### config.mk
export PLATFORM = sky130hd
export DESIGN_NAME = morse_tx_param
export DESIGN_NICKNAME = d
export VERILOG_FILES = /design/src/rtl/morse_tx_param.sv
export SDC_FILE = /design/constraint.sdc
export NUM_CORES = 1
export LEC_CHECK = 0
export BUFFER_PORTS_ARGS = -buffer_cell sky130_fd_sc_hd__buf_2
export CORE_ASPECT_RATIO = 0.5
export CORE_MARGIN = 2
export CORE_UTILIZATION = 30
export CTS_CLUSTER_SIZE = 14
export DETAILED_ROUTE_END_ITERATION = 16
export PLACE_DENSITY = 0.53
export SYNTH_ARGS = -nofsm -noshare
export SYNTH_HDL_FRONTEND = slang
export SYNTH_SLANG_ARGS = --single-unit
### constraint.sdc
create_clock -name CLOCK_50 -period 2.76 [get_ports CLOCK_50]
set_input_delay 0 -clock CLOCK_50 [delete_from_list [all_inputs] [get_ports CLOCK_50]]
set_output_delay 0 -clock CLOCK_50 [all_outputs]
set_load 0.1 [all_outputs]
### src/rtl/morse_tx_param.sv
// morse_tx_param
// ---------------------------------------------------------------------------
// Sends one Morse letter on a single output bit. A dot is one time unit of
// mark and a dash is DASH_UNITS units. Elements are separated by
// ELEM_GAP_UNITS units of space, and the letter ends with LETTER_GAP_UNITS
// units of space.
//
// Optional feature: define MORSE_REPEAT_EN to add the repeat_en input. The
// port cannot be called "repeat" because that word is reserved in
// SystemVerilog. While repeat_en is high at the end of the letter gap, the
// letter that was latched at acceptance is reloaded and sent again. done
// pulses at each reload and busy stays high.
//
// Parameters:
//   MAX_LEN          symbols per letter (pattern width)
//   CLKS_PER_UNIT    clock cycles per Morse unit (>= 1)
//   DASH_UNITS       dash mark length in units
//   ELEM_GAP_UNITS   space between elements in units (>= 1)
//   LETTER_GAP_UNITS space after the last element in units (>= 1)
//   LW               width of length (derived)
//
// Ports:
//   CLOCK_50   in   system clock, rising edge
//   reset      in   synchronous active-high reset
//   start      in   send request
//   abort      in   cancel the letter in progress
//   repeat_en  in   (MORSE_REPEAT_EN only) resend the letter at its end
//   pattern    in   [MAX_LEN] symbols, MSB first, 1 = dash, 0 = dot
//   length     in   [LW] symbol count, values above MAX_LEN are clamped
//   led        out  1 during marks
//   busy       out  a letter is being sent
//   done       out  one-cycle completion pulse
//   state_dbg  out  current FSM state (IDLE=0, MARK=1, EGAP=2, LGAP=3)
//
// Handshake: start is taken in any cycle with busy=0. It is also taken in
// the last cycle of the letter gap, so held or back-to-back requests chain
// letters with no extra idle cycle. In that chained case the new letter's
// first mark cycle carries the done pulse of the previous letter. When
// start is taken, pattern and length are latched and may then change
// freely. busy rises in the cycle after acceptance. done is a one-cycle
// pulse. abort and reset end a letter silently, with no done pulse.
// Priority is reset > abort > start.
// ---------------------------------------------------------------------------
module morse_tx_param #(
   parameter  int MAX_LEN          = 4,
   parameter  int CLKS_PER_UNIT    = 25000000,
   parameter  int DASH_UNITS       = 3,
   parameter  int ELEM_GAP_UNITS   = 1,
   parameter  int LETTER_GAP_UNITS = 3,
   localparam int LW               = $clog2(MAX_LEN + 1)
) (
   input  logic               CLOCK_50,
   input  logic               reset,
   input  logic               start,
   input  logic               abort,
`ifdef MORSE_REPEAT_EN
   input  logic               repeat_en,
`endif
   input  logic [MAX_LEN-1:0] pattern,
   input  logic [LW-1:0]      length,
   output logic               led,
   output logic               busy,
   output logic               done,
   output logic [1:0]         state_dbg
);

   localparam int MAX_A     = (DASH_UNITS > ELEM_GAP_UNITS) ? DASH_UNITS : ELEM_GAP_UNITS;
   localparam int MAX_UNITS = (MAX_A > LETTER_GAP_UNITS) ? MAX_A : LETTER_GAP_UNITS;
   localparam int UCW       = (CLKS_PER_UNIT > 1) ? $clog2(CLKS_PER_UNIT) : 1;
   localparam int UNW       = (MAX_UNITS > 1) ? $clog2(MAX_UNITS) : 1;

   localparam logic [UCW-1:0] UNIT_LAST = UCW'(CLKS_PER_UNIT - 1);
   localparam logic [UNW-1:0] DOT_LAST  = '0;
   localparam logic [UNW-1:0] DASH_LAST = UNW'(DASH_UNITS - 1);
   localparam logic [UNW-1:0] EGAP_LAST = UNW'(ELEM_GAP_UNITS - 1);
   localparam logic [UNW-1:0] LGAP_LAST = UNW'(LETTER_GAP_UNITS - 1);
   localparam logic [LW-1:0]  LEN_MAX   = LW'(MAX_LEN);

   typedef enum logic [1:0] {
      IDLE = 2'd0,
      MARK = 2'd1,
      EGAP = 2'd2,
      LGAP = 2'd3
   } state_t;

   state_t             state_q, state_d;
   logic [MAX_LEN-1:0] shift_q, shift_d;
   logic [LW-1:0]      cnt_q, cnt_d;
   logic [UCW-1:0]     unit_cnt_q;
   logic [UNW-1:0]     unit_num_q;
   logic [UNW-1:0]     last_unit;
   logic [LW-1:0]      len_eff;
   logic               phase_end;
   logic               restart;
   logic               accept;
   logic               kill;
   logic               done_d;

`ifdef MORSE_REPEAT_EN
   logic [MAX_LEN-1:0] orig_pat_q;
   logic [LW-1:0]      orig_len_q;
`endif

   assign len_eff   = (length > LEN_MAX) ? LEN_MAX : length;
   assign kill      = abort && (state_q != IDLE);
   assign state_dbg = state_q;

   // Index of the last unit in the current state. In MARK it depends on
   // whether the symbol now at the head of the shift register is a dot or a
   // dash.
   always_comb begin
      last_unit = '0;
      unique case (state_q)
         MARK:    last_unit = shift_q[MAX_LEN-1] ? DASH_LAST : DOT_LAST;
         EGAP:    last_unit = EGAP_LAST;
         LGAP:    last_unit = LGAP_LAST;
         default: last_unit = '0;
      endcase
   end

   assign phase_end = (unit_cnt_q == UNIT_LAST) && (unit_num_q == last_unit);

   // Next-state logic. restart clears both timing counters, so every state
   // starts counting its exact duration from zero.
   always_comb begin
      state_d = state_q;
      shift_d = shift_q;
      cnt_d   = cnt_q;
      done_d  = 1'b0;
      accept  = 1'b0;
      restart = 1'b0;

      unique case (state_q)
         IDLE: begin
            restart = 1'b1;
            if (start) accept = 1'b1;
         end
         MARK: begin
            if (phase_end) begin
               restart = 1'b1;
               shift_d = shift_q << 1;
               cnt_d   = cnt_q - LW'(1);
               state_d = (cnt_q == LW'(1)) ? LGAP : EGAP;
            end
         end
         EGAP: begin
            if (phase_end) begin
               restart = 1'b1;
               state_d = MARK;
            end
         end
         LGAP: begin
            if (phase_end) begin
               restart = 1'b1;
               done_d  = 1'b1;
               state_d = IDLE;
`ifdef MORSE_REPEAT_EN
               if (repeat_en) begin
                  shift_d = orig_pat_q;
                  cnt_d   = orig_len_q;
                  state_d = MARK;
               end else if (start) begin
                  accept = 1'b1;
               end
`else
               if (start) accept = 1'b1;
`endif
            end
         end
         default: state_d = IDLE;
      endcase

      // A zero-length letter completes at once and never enters MARK.
      if (accept) begin
         shift_d = pattern;
         cnt_d   = len_eff;
         if (len_eff == '0) begin
            state_d = IDLE;
            done_d  = 1'b1;
         end else begin
            state_d = MARK;
         end
      end

      if (kill) begin
         state_d = IDLE;
         shift_d = '0;
         cnt_d   = '0;
         done_d  = 1'b0;
         restart = 1'b1;
      end
   end

   // The outputs are registered from the next state, so led and busy line
   // up exactly with the state they describe.
   always_ff @(posedge CLOCK_50) begin
      if (reset) begin
         state_q    <= IDLE;
         shift_q    <= '0;
         cnt_q      <= '0;
         unit_cnt_q <= '0;
         unit_num_q <= '0;
         led        <= 1'b0;
         busy       <= 1'b0;
         done       <= 1'b0;
      end else begin
         state_q <= state_d;
         shift_q <= shift_d;
         cnt_q   <= cnt_d;
         if (restart) begin
            unit_cnt_q <= '0;
            unit_num_q <= '0;
         end else if (unit_cnt_q == UNIT_LAST) begin
            unit_cnt_q <= '0;
            unit_num_q <= unit_num_q + UNW'(1);
         end else begin
            unit_cnt_q <= unit_cnt_q + UCW'(1);
         end
         led  <= (state_d == MARK);
         busy <= (state_d != IDLE);
         done <= done_d;
      end
   end

`ifdef MORSE_REPEAT_EN
   // Copy of the accepted letter, kept for reloads while repeat_en is high.
   always_ff @(posedge CLOCK_50) begin
      if (reset) begin
         orig_pat_q <= '0;
         orig_len_q <= '0;
      end else if (accept && !kill) begin
         orig_pat_q <= pattern;
         orig_len_q <= len_eff;
      end
   end
`endif

endmodule

=== Word-level counts from Yosys, hierarchy flattened ===
Cells that the tools add are included.

* Mux-type cells: 26
* Divide/modulo/power cells: 0
* Order comparisons: 1
* Shifts and indexed selects: 0
* Equal/unequal tests: 7
* Add/sub/neg operators: 3
* Bitwise logic cells: 0
* Multipliers: 0
* Reductions and logical operators: 13

{| class="wikitable"
|+ Operators by type and width
! operator !! number
|-
| adder 25 x 1 -> 25 bit (second input constant) || 1
|-
| == test 25 bit (second input constant) || 1
|-
| 2-to-1 mux 2 bit || 6
|-
| 2-to-1 mux 3 bit || 4
|-
| 2-to-1 mux 4 bit || 3
|-
| 2-to-1 mux 1 bit || 9
|-
| nonzero test 2 bit || 4
|-
| one-hot mux 2 bit (3 select lines) || 1
|-
| OR reduction 3 bit || 2
|-
| == test 2 x 1 -> 1 bit (second input constant) || 2
|-
| == test 2 bit (second input constant) || 2
|-
| one-hot mux 1 bit (2 select lines) || 2
|-
| one-hot mux 2 bit (2 select lines) || 1
|-
| OR reduction 2 bit || 2
|-
| == test 3 x 1 -> 1 bit (second input constant) || 1
|-
| > comparator 3 bit (second input constant) || 1
|-
| zero test 3 bit || 1
|-
| subtractor 3 x 1 -> 3 bit (second input constant) || 1
|-
| adder 2 x 1 -> 2 bit (second input constant) || 1
|-
| == test 2 bit || 1
|-
| logical AND 1 bit || 2
|-
| zero test 2 bit || 1
|-
| AND reduction 2 bit || 1
|}

* Bits of input ports: 11
* Latch bits: 0
* Memories kept: 0
* Register bits after elaboration: 39
* Logic and storage cells: 58
* ROM bits: 0
* Memory bits (writable): 0

=== Logic depth before layout (Yosys ltp) ===
* Depth after elaboration: 9
* Gate-level depth with buffers: 9
* Gate-level depth less buffers: 8

=== Least setup slack after synthesis ===
No wires, ideal clock.

* Kind: flip-flop to flip-flop
* Start point: register state_q[1], in the netlist state_dbg[1]
* End point: register cnt_q[1]
* Path buffers: 1
* Data required time: 2.690 ns
* Clock period less this slack: 3.062 ns
* Data arrival time: 2.992 ns
* Stages on the path, launching flop included: 10
* Path slack: -0.302 ns
* Cell sequence: dfxtp_1 inv_1 ha_1 buf_6 o21ba_1 a221oi_4 nor4b_4 mux2i_1 nand2_1 a21oi_1

* Longest elaborated chain between the ends: 8

{| class="wikitable"
|+ Ends and longest elaborated chain
! item !! line !! source
|-
| start, declared || 86 || <nowiki>state_t state_q, state_d;</nowiki>
|-
| start signal, assigned || 207 || <nowiki>state_q <= state_d;</nowiki>
|-
| == test 2 bit or == test 2 x 1 -> 1 bit (tied branches) || 113, 133 ||
|-
| one-hot mux 2 bit (2 select lines) || 113 || <nowiki>unique case (state_q)</nowiki>
|-
| == test 2 bit || 121 || <nowiki>assign phase_end = (unit_cnt_q == UNIT_LAST) && (unit_num_q == last_unit);</nowiki>
|-
| logical AND 1 bit || 121 ||
|-
| 2-to-1 mux 1 bit || 153 || <nowiki>if (phase_end) begin</nowiki>
|-
| one-hot mux 1 bit (2 select lines) || 133 || <nowiki>unique case (state_q)</nowiki>
|-
| nonzero test 2 bit (no line) || n/a ||
|-
| AND reduction 2 bit (no line) || n/a ||
|-
| end signal, assigned || 209 || <nowiki>cnt_q <= cnt_d;</nowiki>
|-
| end, declared || 88 || <nowiki>logic [LW-1:0] cnt_q, cnt_d;</nowiki>
|}

Several ways; a longest one is shown, not always the timed one.
A chain may end at the register's enable or synchronous reset.

=== Final worst setup path ===
Same ends and word-level chain as after synthesis.

==> out/results.ini <==
[logic_synthesis]
synth_top_area_frac=0.381
synth_area_leaders=dfxtp_1 38%, xor2_1 6.4%, nor2_1 5.1%, ha_1 4.9%, nand2_1 3.7%
synth-seq-cells=39
synth_top_cell_by_area=dfxtp_1
syn_inst=239
synth_commonest_cells=39 x dfxtp_1, 28 x nor2_1, 20 x nand2_1
synth-edff-count=0
yosysMostFrequentCell=dfxtp_1
yosys_warnings=0
netlist_area_um2=2050
synthFlopType=dfxtp_1
syn-mean-instance-area_um2=8.56
async_reset_ff_frac=0
syn-num-nets=258
yosysSeqAreaShare=0.381
synthDistinctLibCells=44

[min_path]
worstHoldStart=pattern[2]
hold_end=shift_q[2]$_SDFFE_PP0P_
hold_class=in2reg
holdPathStages=3

[cts]
cts_tree=built
clockBufferDepth=2
cts.sinks=39
cts.root.buffer_cell=clkbuf_16
post_cts.repair.setup_buffers=0
clock_latency_ns=0.28
cts.htree.levels=2
clk_pin_slew_ns=0.06
cts_buffers=5

[routing]
wl_per_cell_um=12.3
drc=0
drt-vias-per-instance=4.97
firstDrtPassIters=4
routed_wl_mm=4.33
vias=1746
drt_iter0_markers=131
ant_nets=0

[critical_path]
r2r-start=state_dbg[1]$_SDFF_PP0_
path_cells=inv_1 > ha_1 > o21ba_1 > a221oi_4 > nor4b_4 > mux2i_1 > nand2_1 > a21oi_1
max_stage_delay_ns=0.56
reg2reg_to=cnt_q[1]$_SDFFE_PP0P_
crit_path_end_kind=register
crit_fanout=9
reg2reg_slack_ns=0.26
worstSetupPathType=reg2reg
reg2reg_depth=8
cpMaxStageDelayCell=nor4b_4
crit_required_ns=2.97
worstPathArrival_ns=2.71
worstSetupStartpointType=register

[global_routing]
grt_use_total=0.123
grt_pass1_wl_mm=7.49
antenna_found_initial=0
grt_start_max_net_pins=25
grt_pass1_vias=1627
overflow=0

[sta]
max_freq_ghz=0.400
final_max_slew_viol_count=0
fin_crit_ns=2.50
layout_setup_ws_ns=0.260
relSlewSlack=0.617
setup_viol=0
grt_setup_unrepaired=false
worst_slew_pin_slew_ns=0.572
fin_tns_setup_ns=0
fin_worst_skew_ns=0.00855
hold_viol=0
finalCritPeriodShare=0.906

[finish]
fin_util=0.361
multiInputGateArea_um2=1190
design_area_um2=2400
fin_nets=277
area_growth_pct=17.3
fill_cells=668
ff_latch_area_um2=783
antennaDiodeCount=0
layout-drive-gt1-share=0.108

[placement]
gp_congestion=0.782
hpwl_mm=3.13
placed_area_um2=2210
io_buffer_count=15
pre_cts_ws_ns=0.305

[power]
power_frac_seq=0.438
internal-power_w=0.00102
swShare=0.255
p_leak_nw=0.875
p_total_w=0.00136
power_density_nw_per_um2=568
switchingPower_w=0.000348
p_comb_frac=0.122
p_clk_frac=0.440
vdd_ir_drop_max_uv=226

[job]
cap_violations=0

[die]
row_count=21
core_area_um2=6650
ios=16
die_area_um2=7540
die_w_um=121
initial_core_util=0.308
die_height_um=62.4

[run_status]
outcome=finished clean

-- cells by family after synthesis --
family                   after synthesis  share of synthesized area
AND/OR/NAND/NOR                      111                      0.295
adder cells (fa/ha/maj)                8                     0.0489
XOR/XNOR                              23                     0.0984
AO/OA/AOI/OAI                         36                      0.116
buffers and inverters                 17                     0.0361
multiplexers                           5                     0.0245
flip-flops                            39                      0.381
-- routing by layer --
metal | global-route usage | up-vias | routed length (um)
li1 | - | 883 | -
met3 | 0.0265 | 6 | 91
met2 | 0.209 | 22 | 2050
met5 | 0 | - | 0
met1 | 0.153 | 835 | 2120
met4 | 0.0509 | 0 | 64
-- worst max path at each step --
stage	start	end	cells past startpoint
final	state_dbg[1]$_SDFF_PP0_	cnt_q[1]$_SDFFE_PP0P_	8
after global routing	state_dbg[1]$_SDFF_PP0_	cnt_q[2]$_SDFFE_PP0P_	8
after CTS	state_dbg[1]$_SDFF_PP0_	cnt_q[1]$_SDFFE_PP0P_	8
after detailed placement	state_dbg[1]$_SDFF_PP0_	cnt_q[1]$_SDFFE_PP0P_	8
after global placement	state_dbg[1]$_SDFF_PP0_	cnt_q[1]$_SDFFE_PP0P_	8
after floorplan	state_dbg[1]$_SDFF_PP0_	cnt_q[1]$_SDFFE_PP0P_	9
-- power by group through the flow --
stage | Sequential, W | Clock (W) | Combinational, W
after floorplan | 0.000652 | 0 | 0.0000820
after global placement | 0.000609 | 0 | 0.000163
after detailed placement | 0.000610 | 0 | 0.000162
after CTS | 0.000597 | 0.000616 | 0.000167
after global routing | 0.000599 | 0.000644 | 0.000182
final | 0.000597 | 0.000601 | 0.000166
-- registers in the layout, indices dropped and copies added (netlist names) --
| name | cells |
|---|---|
| busy | 1 |
| cnt_q | 3 |
| done | 1 |
| led | 1 |
| shift_q | 4 |
| state_dbg | 2 |
| unit_cnt_q | 25 |
| unit_num_q | 2 |
-- what timing repair did --
action,4_1_cts,5_1_grt
hold endpoints to repair,3,0
endpoints found under the setup margin,0,0
gates resized for setup,0,0
hold buffers,3,0
-- worst max-delay path, delay by kind of cell, from the launching register on --
family	cells	cell delay, ns
buffers and inverters	1	0.09
flip-flops	1	0.38
multiplexers	1	0.24
adder cells (fa/ha/maj)	1	0.29
AO/OA/AOI/OAI	3	0.79
AND/OR/NAND/NOR	2	0.62
-- layout make-up --
class | count | share of cell area
Inverter | 9 | 0.0141
Timing Repair Buffer | 20 | 0.0500
Multi-Input combinational cell | 183 | 0.497
Tap cell | 92 | 0.0479
Clock buffer | 8 | 0.0651
Sequential cell | 39 | 0.326
-- per-stage QoR --
stage,cells,hold slack [ns]
final,351,0.000854
after global routing,351,0.0184
after CTS,351,0.000411
after detailed placement,340,0.257
after global placement,340,0.249
after floorplan,239,0.136
-- cells in the final DEF (no fill, tap or decap), types with 2 or more instances in the layout --
| master | Yosys | routed |
|---|---|---|
| dfxtp_2 | 0 | 2 |
| nand2_1 | 20 | 20 |
| dfxtp_1 | 39 | 37 |
| and3_1 | 10 | 10 |
| nand3b_1 | 2 | 2 |
| mux2i_1 | 5 | 5 |
| nor4bb_1 | 3 | 3 |
| a21oi_1 | 14 | 14 |
| a21o_1 | 2 | 2 |
| xnor2_1 | 8 | 8 |
| o31a_1 | 2 | 2 |
| nand4_1 | 5 | 5 |
| xor2_1 | 15 | 15 |
| o21ai_0 | 9 | 9 |
| clkbuf_8 | 0 | 2 |
| inv_1 | 9 | 9 |
| clkbuf_16 | 0 | 5 |
| nor2_1 | 28 | 28 |
| buf_2 | 2 | 15 |
| nor2b_1 | 3 | 3 |
| or3_1 | 4 | 4 |
| ha_1 | 8 | 8 |
| nand3_1 | 14 | 14 |
| and4_1 | 4 | 4 |
| buf_4 | 0 | 2 |
| nor3_1 | 5 | 5 |
| nor4_1 | 3 | 3 |
| dlygate4sd3_1 | 0 | 3 |
No activity file was read; power rests on OpenSTA's default activity.
